## src/rtl/trex_pkg.sv

```systemverilog
// Shared definitions for the T-Rex game: delegate game-state codes, the dino
// motion FSM encoding and default ballistic parameters.
package trex_pkg;

  localparam logic [1:0] INIT_STATE   = 2'b00;
  localparam logic [1:0] INGAME_STATE = 2'b10;
  localparam logic [1:0] DEAD_STATE   = 2'b01;

  typedef enum logic [1:0] {
    MS_GROUND  = 2'd0,
    MS_RISING  = 2'd1,
    MS_FALLING = 2'd2,
    MS_FROZEN  = 2'd3
  } motion_state_e;

  localparam int DEF_Y_W     = 8;
  localparam int DEF_V0      = 12;
  localparam int DEF_GRAVITY = 1;
  localparam int DEF_MAX_Y   = 100;

  // The unused code 2'b11 behaves exactly like Init.
  function automatic logic is_init_state(input logic [1:0] gs);
    return (gs == INIT_STATE) || (gs == 2'b11);
  endfunction

endpackage

```

## src/rtl/dino_jump_ctrl.sv

```systemverilog
// Vertical-motion controller for the dino: integer ballistic jump advanced on
// frame ticks, frozen while the game is Dead, reset to ground by Init.
module dino_jump_ctrl
  import trex_pkg::*;
#(
  parameter int Y_W     = DEF_Y_W,
  parameter int V0      = DEF_V0,
  parameter int GRAVITY = DEF_GRAVITY,
  parameter int MAX_Y   = DEF_MAX_Y
) (
  input  logic           clk,
  input  logic           rst,
  input  logic [1:0]     game_state,
  input  logic           jump,
  input  logic           frame_tick,
  output logic [Y_W-1:0] dino_y,
  output logic           airborne,
  output logic           landed
);

  localparam logic [Y_W-1:0]        V0_Y   = Y_W'(V0);
  localparam logic signed [Y_W:0]   V0_V   = (Y_W+1)'(V0);
  localparam logic signed [Y_W:0]   GRAV_V = (Y_W+1)'(GRAVITY);
  localparam logic [Y_W-1:0]        MAX_YY = Y_W'(MAX_Y);
  localparam logic signed [Y_W+1:0] MAX_S  = (Y_W+2)'(MAX_Y);

  motion_state_e         state_q, state_d;
  logic [Y_W-1:0]        y_q, y_d;
  logic signed [Y_W:0]   v_q, v_d;
  logic                  pend_q, pend_d;
  logic                  airborne_q, airborne_d;
  logic                  landed_q, landed_d;

  logic                  gs_init, gs_dead;
  logic signed [Y_W+1:0] s;
  logic signed [Y_W:0]   v_step;
  logic                  s_le0, v_step_le0;

  assign gs_init = is_init_state(game_state);
  assign gs_dead = (game_state == DEAD_STATE);

  // Height is non-negative, so zero-extend it; velocity is sign-extended.
  assign s          = $signed({2'b00, y_q}) + $signed({v_q[Y_W], v_q});
  assign s_le0      = s[Y_W+1] || (s == '0);
  assign v_step     = v_q - GRAV_V;
  assign v_step_le0 = v_step[Y_W] || (v_step == '0);

  always_comb begin
    state_d  = state_q;
    y_d      = y_q;
    v_d      = v_q;
    landed_d = 1'b0;

    if (gs_init) begin
      state_d = MS_GROUND;
      y_d     = '0;
      v_d     = '0;
    end else if (gs_dead) begin
      state_d = MS_FROZEN;
    end else begin
      unique case (state_q)
        MS_GROUND: begin
          if (frame_tick && (pend_q || jump)) begin
            state_d = MS_RISING;
            y_d     = V0_Y;
            v_d     = V0_V - GRAV_V;
          end else begin
            y_d = '0;
            v_d = '0;
          end
        end
        MS_RISING, MS_FALLING: begin
          if (frame_tick) begin
            if (s_le0) begin
              state_d  = MS_GROUND;
              y_d      = '0;
              v_d      = '0;
              landed_d = 1'b1;
            end else if (s > MAX_S) begin
              state_d = MS_FALLING;
              y_d     = MAX_YY;
              v_d     = '0;
            end else begin
              y_d = s[Y_W-1:0];
              v_d = v_step;
              if (v_step_le0) state_d = MS_FALLING;
            end
          end
        end
        default: ;  // FROZEN is left only through Init
      endcase
    end
  end

  // Jump latch: only armed on the ground, consumed or dropped on every tick.
  always_comb begin
    pend_d = pend_q;
    if (frame_tick || (state_q != MS_GROUND)) pend_d = 1'b0;
    else if (jump && !gs_dead)                 pend_d = 1'b1;
  end

  assign airborne_d = (state_d == MS_RISING) || (state_d == MS_FALLING) ||
                      ((state_d == MS_FROZEN) && (y_d != '0));

  always_ff @(posedge clk) begin
    if (rst) begin
      state_q    <= MS_GROUND;
      y_q        <= '0;
      v_q        <= '0;
      pend_q     <= 1'b0;
      airborne_q <= 1'b0;
      landed_q   <= 1'b0;
    end else begin
      state_q    <= state_d;
      y_q        <= y_d;
      v_q        <= v_d;
      pend_q     <= pend_d;
      airborne_q <= airborne_d;
      landed_q   <= landed_d;
    end
  end

  assign dino_y   = y_q;
  assign airborne = airborne_q;
  assign landed   = landed_q;

endmodule

```

## config.mk

```make
export PLATFORM = sky130hd
export DESIGN_NAME = dino_jump_ctrl
export DESIGN_NICKNAME = d
export VERILOG_FILES = /design/src/rtl/trex_pkg.sv /design/src/rtl/dino_jump_ctrl.sv
export SDC_FILE = /design/constraint.sdc
export NUM_CORES = 1
export LEC_CHECK = 0
export CAP_MARGIN = 25
export CORE_MARGIN = 3
export CORE_UTILIZATION = 54
export CTS_BUF_LIST = sky130_fd_sc_hd__clkbuf_4
export CTS_CLUSTER_SIZE = 40
export DETAILED_ROUTE_END_ITERATION = 8
export PLACE_DENSITY = 0.85
export SETUP_SLACK_MARGIN = 0.4
export SLEW_MARGIN = 5
export SYNTH_ARGS = -nofsm -noshare
export SYNTH_HDL_FRONTEND = slang
export SYNTH_SLANG_ARGS = --single-unit
```

## constraint.sdc

```tcl
create_clock -name clk -period 3.3 [get_ports clk]
set_input_delay 0.66 -clock clk [delete_from_list [all_inputs] [get_ports clk]]
set_output_delay 0.66 -clock clk [all_outputs]
set_load 0.1 [all_outputs]
```

==> impl_metrics.csv, run 1 <==
group,metric,value,unit
synth,synth_area,0.00173,mm2
synth,synthMuxAreaShare,0,%
synth,synth_area_leader_cell,"dfxtp_1",
critical_path,rrSetupSlack,0.01,ns
final_layout,finalNonFillerCells,285,
grt,grt_first_pass_wirelength,7.35,mm
critical_path,worstSetupPathType,"reg -> reg",
synth,synth_top_area_share,25.5,%
clocking,clkTransAtPathRegs,0.13,ns
route,ant_nets,0,
grt,grtUsageTotal,22.9,%
route,vias,1707,
synth,yosysUniqueCellTypes,55,
worst_hold_path,min_from,"dino_y[4]",
synth,synth_top_family_by_area,"simple AND/OR/NAND/NOR gates",
grt,grt_max_degree,14,
critical_path,start_kind,"register",
placed_design,post-place-cells,280,
clocking,cts_tree,"done",
clocking,clockBufferDepth,2,
grt,grt_overflow,0,
placed_design,port_buffers,15,
critical_path,r2r_cells,12,
floorplanning,die_h,62.6,um
timing,setup_ws,0.0139,ns
placed_design,dp_hpwl,3.57,mm
floorplanning,die_w,62.6,um
final_layout,fin_nets,265,
critical_path,crit_arrival,3.50,ns
placed_design,preCtsSetupSlack,0.0480,ns
route,avgViaCountPerCell,5.99,
grt,first_global_vias,1596,
power,total_leakage_power,0.976,nW
timing,hold_viol_final,0,
floorplanning,rows,19,
synth,synth_adder_area_share,11.3,%
critical_path,worstReg2RegEnd,"airborne",
critical_path,crit_path_end_kind,"register",
run,maxCapViolations,0,
synth,synth-compound-area-share,27.9,%
synth,synthCells,215,
floorplanning,initial_utilization,59.7,%
final_layout,postLayoutCoreUtil,73.5,%
timing,setup_viol,0,
synth,synthArstFlopShare,0,%
route,drc,0,
floorplanning,fp.coreArea,0.00290,mm2
critical_path,worstPathMaxFanout,6,
timing,fin_skew,0.00671,ns
timing,achievable-frequency,0.304,GHz
synth,synth-seq-area-share,25.5,%
synth,ys_warn_count,0,
floorplanning,io_pins,16,
worst_hold_path,hold-path-endpoint,"dino_y[4]",
final_layout,diodes,0,
timing,layout_min_cycle_time,3.29,ns
synth,ys_ff_latch,22,
clocking,cts_max_level,1,
grt,antenna_found_initial,0,
synth,synth_flop_cell,"dfxtp_1",
timing,drv_slew,0,
clocking,clockRootBuffer,"clkbuf_4",
floorplanning,die-area,0.00392,mm2
synth,synth_area_leaders,"dfxtp_1 25%, ha_1 10%, nor2_1 5.6%, nand2_1 5.0%, a21oi_1 4.0%",
synth,syn_area_per_cell,8.05,um2
power,power,679,uW
worst_hold_path,hold_depth,2,
clocking,clock_sinks,22,
timing,tns,0,ns
route,wire_per_inst,15.6,um
final_layout,syn2layout_area_growth,23.1,%
run_status,status,"complete, no violations",
timing,rsz0062_at_grt,"yes",
power,irDropWorstVdd,0.000267,V
critical_path,crit_required,3.51,ns
clocking,cts_buffers,3,
route,first_pass_iters,4,
synth,syn_nets,236,
synth,synthSimpleGateAreaFrac,28.3,%
synth,synth_xor_area_share,3.54,%
power,pwr_density_cell,319,mW/mm2
clocking,clkLatencyLatePin,0.31,ns
final_layout,drive_above_1_share,24.7,%
synth,synth_edf_count,0,
critical_path,reg2reg_from,"v_q[4]",
timing,relSlewSlack,65.2,%
route,dr.first_iter.drc_count,107,
placed_design,place.gp.congestion,0.864,
timing,worst_pin_slew,0.518,ns
timing,final.period_utilization,99.6,%
route,totalWireLength,4.46,mm
worst_hold_path,worstHoldPathType,"reg -> reg",
[cell families (layout without fill, tap and decap cells)]
logic type,after synthesis,in the layout
XOR/XNOR,7,7
AND/OR/NAND/NOR,93,93
adder cells (fa/ha/maj),15,15
flip-flops,22,22
buffers and inverters,16,44
AO/OA/AOI/OAI,62,62
[cell type report]
type | count | area (um2)
Clock inverter | 1 | 30.0
Tap cell | 42 | 52.6
Timing Repair Buffer | 27 | 215
Inverter | 13 | 48.8
Fill cell | 240 | 769
Sequential cell | 22 | 457
Clock buffer | 3 | 22.5
Multi-Input combinational cell | 177 | 1310
[sequential cells by signal, summed over array words and instances, names as in the netlist]
register / cells
dino_y: 8
v_q: 9
state_q: 2
landed: 1
airborne: 1
pend_q: 1
[cell usage after synthesis, types with 2 or more instances]
| cell type | instances |
|---|---|
| o21ai_0 | 9 |
| nand3_1 | 3 |
| nor2_2 | 3 |
| a21o_1 | 6 |
| or2_2 | 2 |
| dfxtp_1 | 22 |
| nor4_1 | 2 |
| xor2_1 | 4 |
| o221a_2 | 2 |
| and3_1 | 2 |
| nor2b_1 | 4 |
| inv_1 | 13 |
| a31oi_1 | 5 |
| a21oi_1 | 14 |
| ha_1 | 14 |
| a311oi_1 | 2 |
| nor2_1 | 26 |
| o311a_1 | 2 |
| o211ai_1 | 2 |
| nor3b_1 | 3 |
| a211o_1 | 2 |
| nand2_1 | 23 |
| clkbuf_1 | 3 |
| or4_1 | 2 |
| nand2b_1 | 6 |
| nor3_1 | 3 |
| xnor2_1 | 3 |
| or3_1 | 6 |
[placed cells by master (no fill, tap or decap), types with 3 or more instances in the layout]
| cell type | n |
|---|---|
| o21ai_0 | 9 |
| clkdlybuf4s50_1 | 5 |
| nor2_1 | 26 |
| xor2_1 | 4 |
| inv_1 | 13 |
| nand2b_1 | 5 |
| nand2_1 | 23 |
| buf_4 | 22 |
| nor3_1 | 3 |
| a21o_1 | 6 |
| ha_1 | 13 |
| a31oi_1 | 5 |
| a21oi_1 | 13 |
| nor2b_1 | 4 |
| or3_1 | 6 |
| nor2_2 | 3 |
| dfxtp_1 | 13 |
| clkbuf_4 | 3 |
| dfxtp_2 | 7 |
| nand3_1 | 3 |
[power breakdown]
group          internal, mW  switching, mW
combinational        0.0765          0.113
clock                 0.123         0.0881
sequential            0.272        0.00675
total                 0.471          0.208
[per-layer routing]
layer	share of wire [%]	global-route usage, %
met3	4.7	2.52
met1	43	28.8
met4	1.5	6.06
met5	0	0
met2	51	41.3
[worst max path at each step]
| stage | start | end | slack (ns) |
|---|---|---|---|
| finish | v_q[4] | airborne | 0.01 |
| global route | v_q[4] | airborne | -0.17 |
| CTS | v_q[0] | airborne | 0.07 |
| detailed placement | v_q[0] | airborne | 0.05 |
| global placement | v_q[0] | airborne | 0.14 |
| floorplan | dino_y[0] | airborne | -0.08 |
[per-stage QoR]
step / hold WS, ns / cell area (um2)
6_report: 0.492 / 2130
4_1_cts: 0.496 / 2090
3_3_place_gp: 0.472 / 2020
3_5_place_dp: 0.478 / 2020
2_1_floorplan: 0.488 / 1780
5_1_grt: 0.520 / 2130
[worst max-delay path, cell delays in order, from the launching register on]
cell and delay [ns]:
dfxtp_1 0.40, ha_1 0.39, nand2_1 0.11, o31ai_4 0.39
a2bb2oi_2 0.31, nor3b_2 0.14, nor2_2 0.29, nand2_1 0.12
or3_1 0.36, a31oi_1 0.19, ha_1 0.28, a21oi_2 0.11
a311oi_1 0.09
[timing repair]
item | CTS | global route
buffers inserted | 1 | 0
endpoints found under the setup margin | 2 | 4
hold buffers | 0 | 0
pin swaps | 3 | 1
gates resized for setup | 2 | 5
gates cloned | 0 | 0
No activity file was read; power rests on OpenSTA's default activity.
==> run 2, diff against run 1 <==
--- a/config.mk
+++ b/config.mk
@@ -9,7 +9,7 @@
 export CORE_MARGIN = 3
 export CORE_UTILIZATION = 54
 export CTS_BUF_LIST = sky130_fd_sc_hd__clkbuf_4
-export CTS_CLUSTER_SIZE = 40
+export CTS_CLUSTER_SIZE = 16
 export DETAILED_ROUTE_END_ITERATION = 8
 export PLACE_DENSITY = 0.85
 export SETUP_SLACK_MARGIN = 0.4
==> results of run 2 <==
Final layout, timing and power as in run 1 (identical DEF).
==> run 3, diff against run 2 <==
--- a/config.mk
+++ b/config.mk
@@ -13,7 +13,6 @@
 export DETAILED_ROUTE_END_ITERATION = 8
 export PLACE_DENSITY = 0.85
 export SETUP_SLACK_MARGIN = 0.4
-export SLEW_MARGIN = 5
 export SYNTH_ARGS = -nofsm -noshare
 export SYNTH_HDL_FRONTEND = slang
 export SYNTH_SLANG_ARGS = --single-unit
==> results of run 3 <==
Final layout, timing and power as in run 1 (identical DEF).
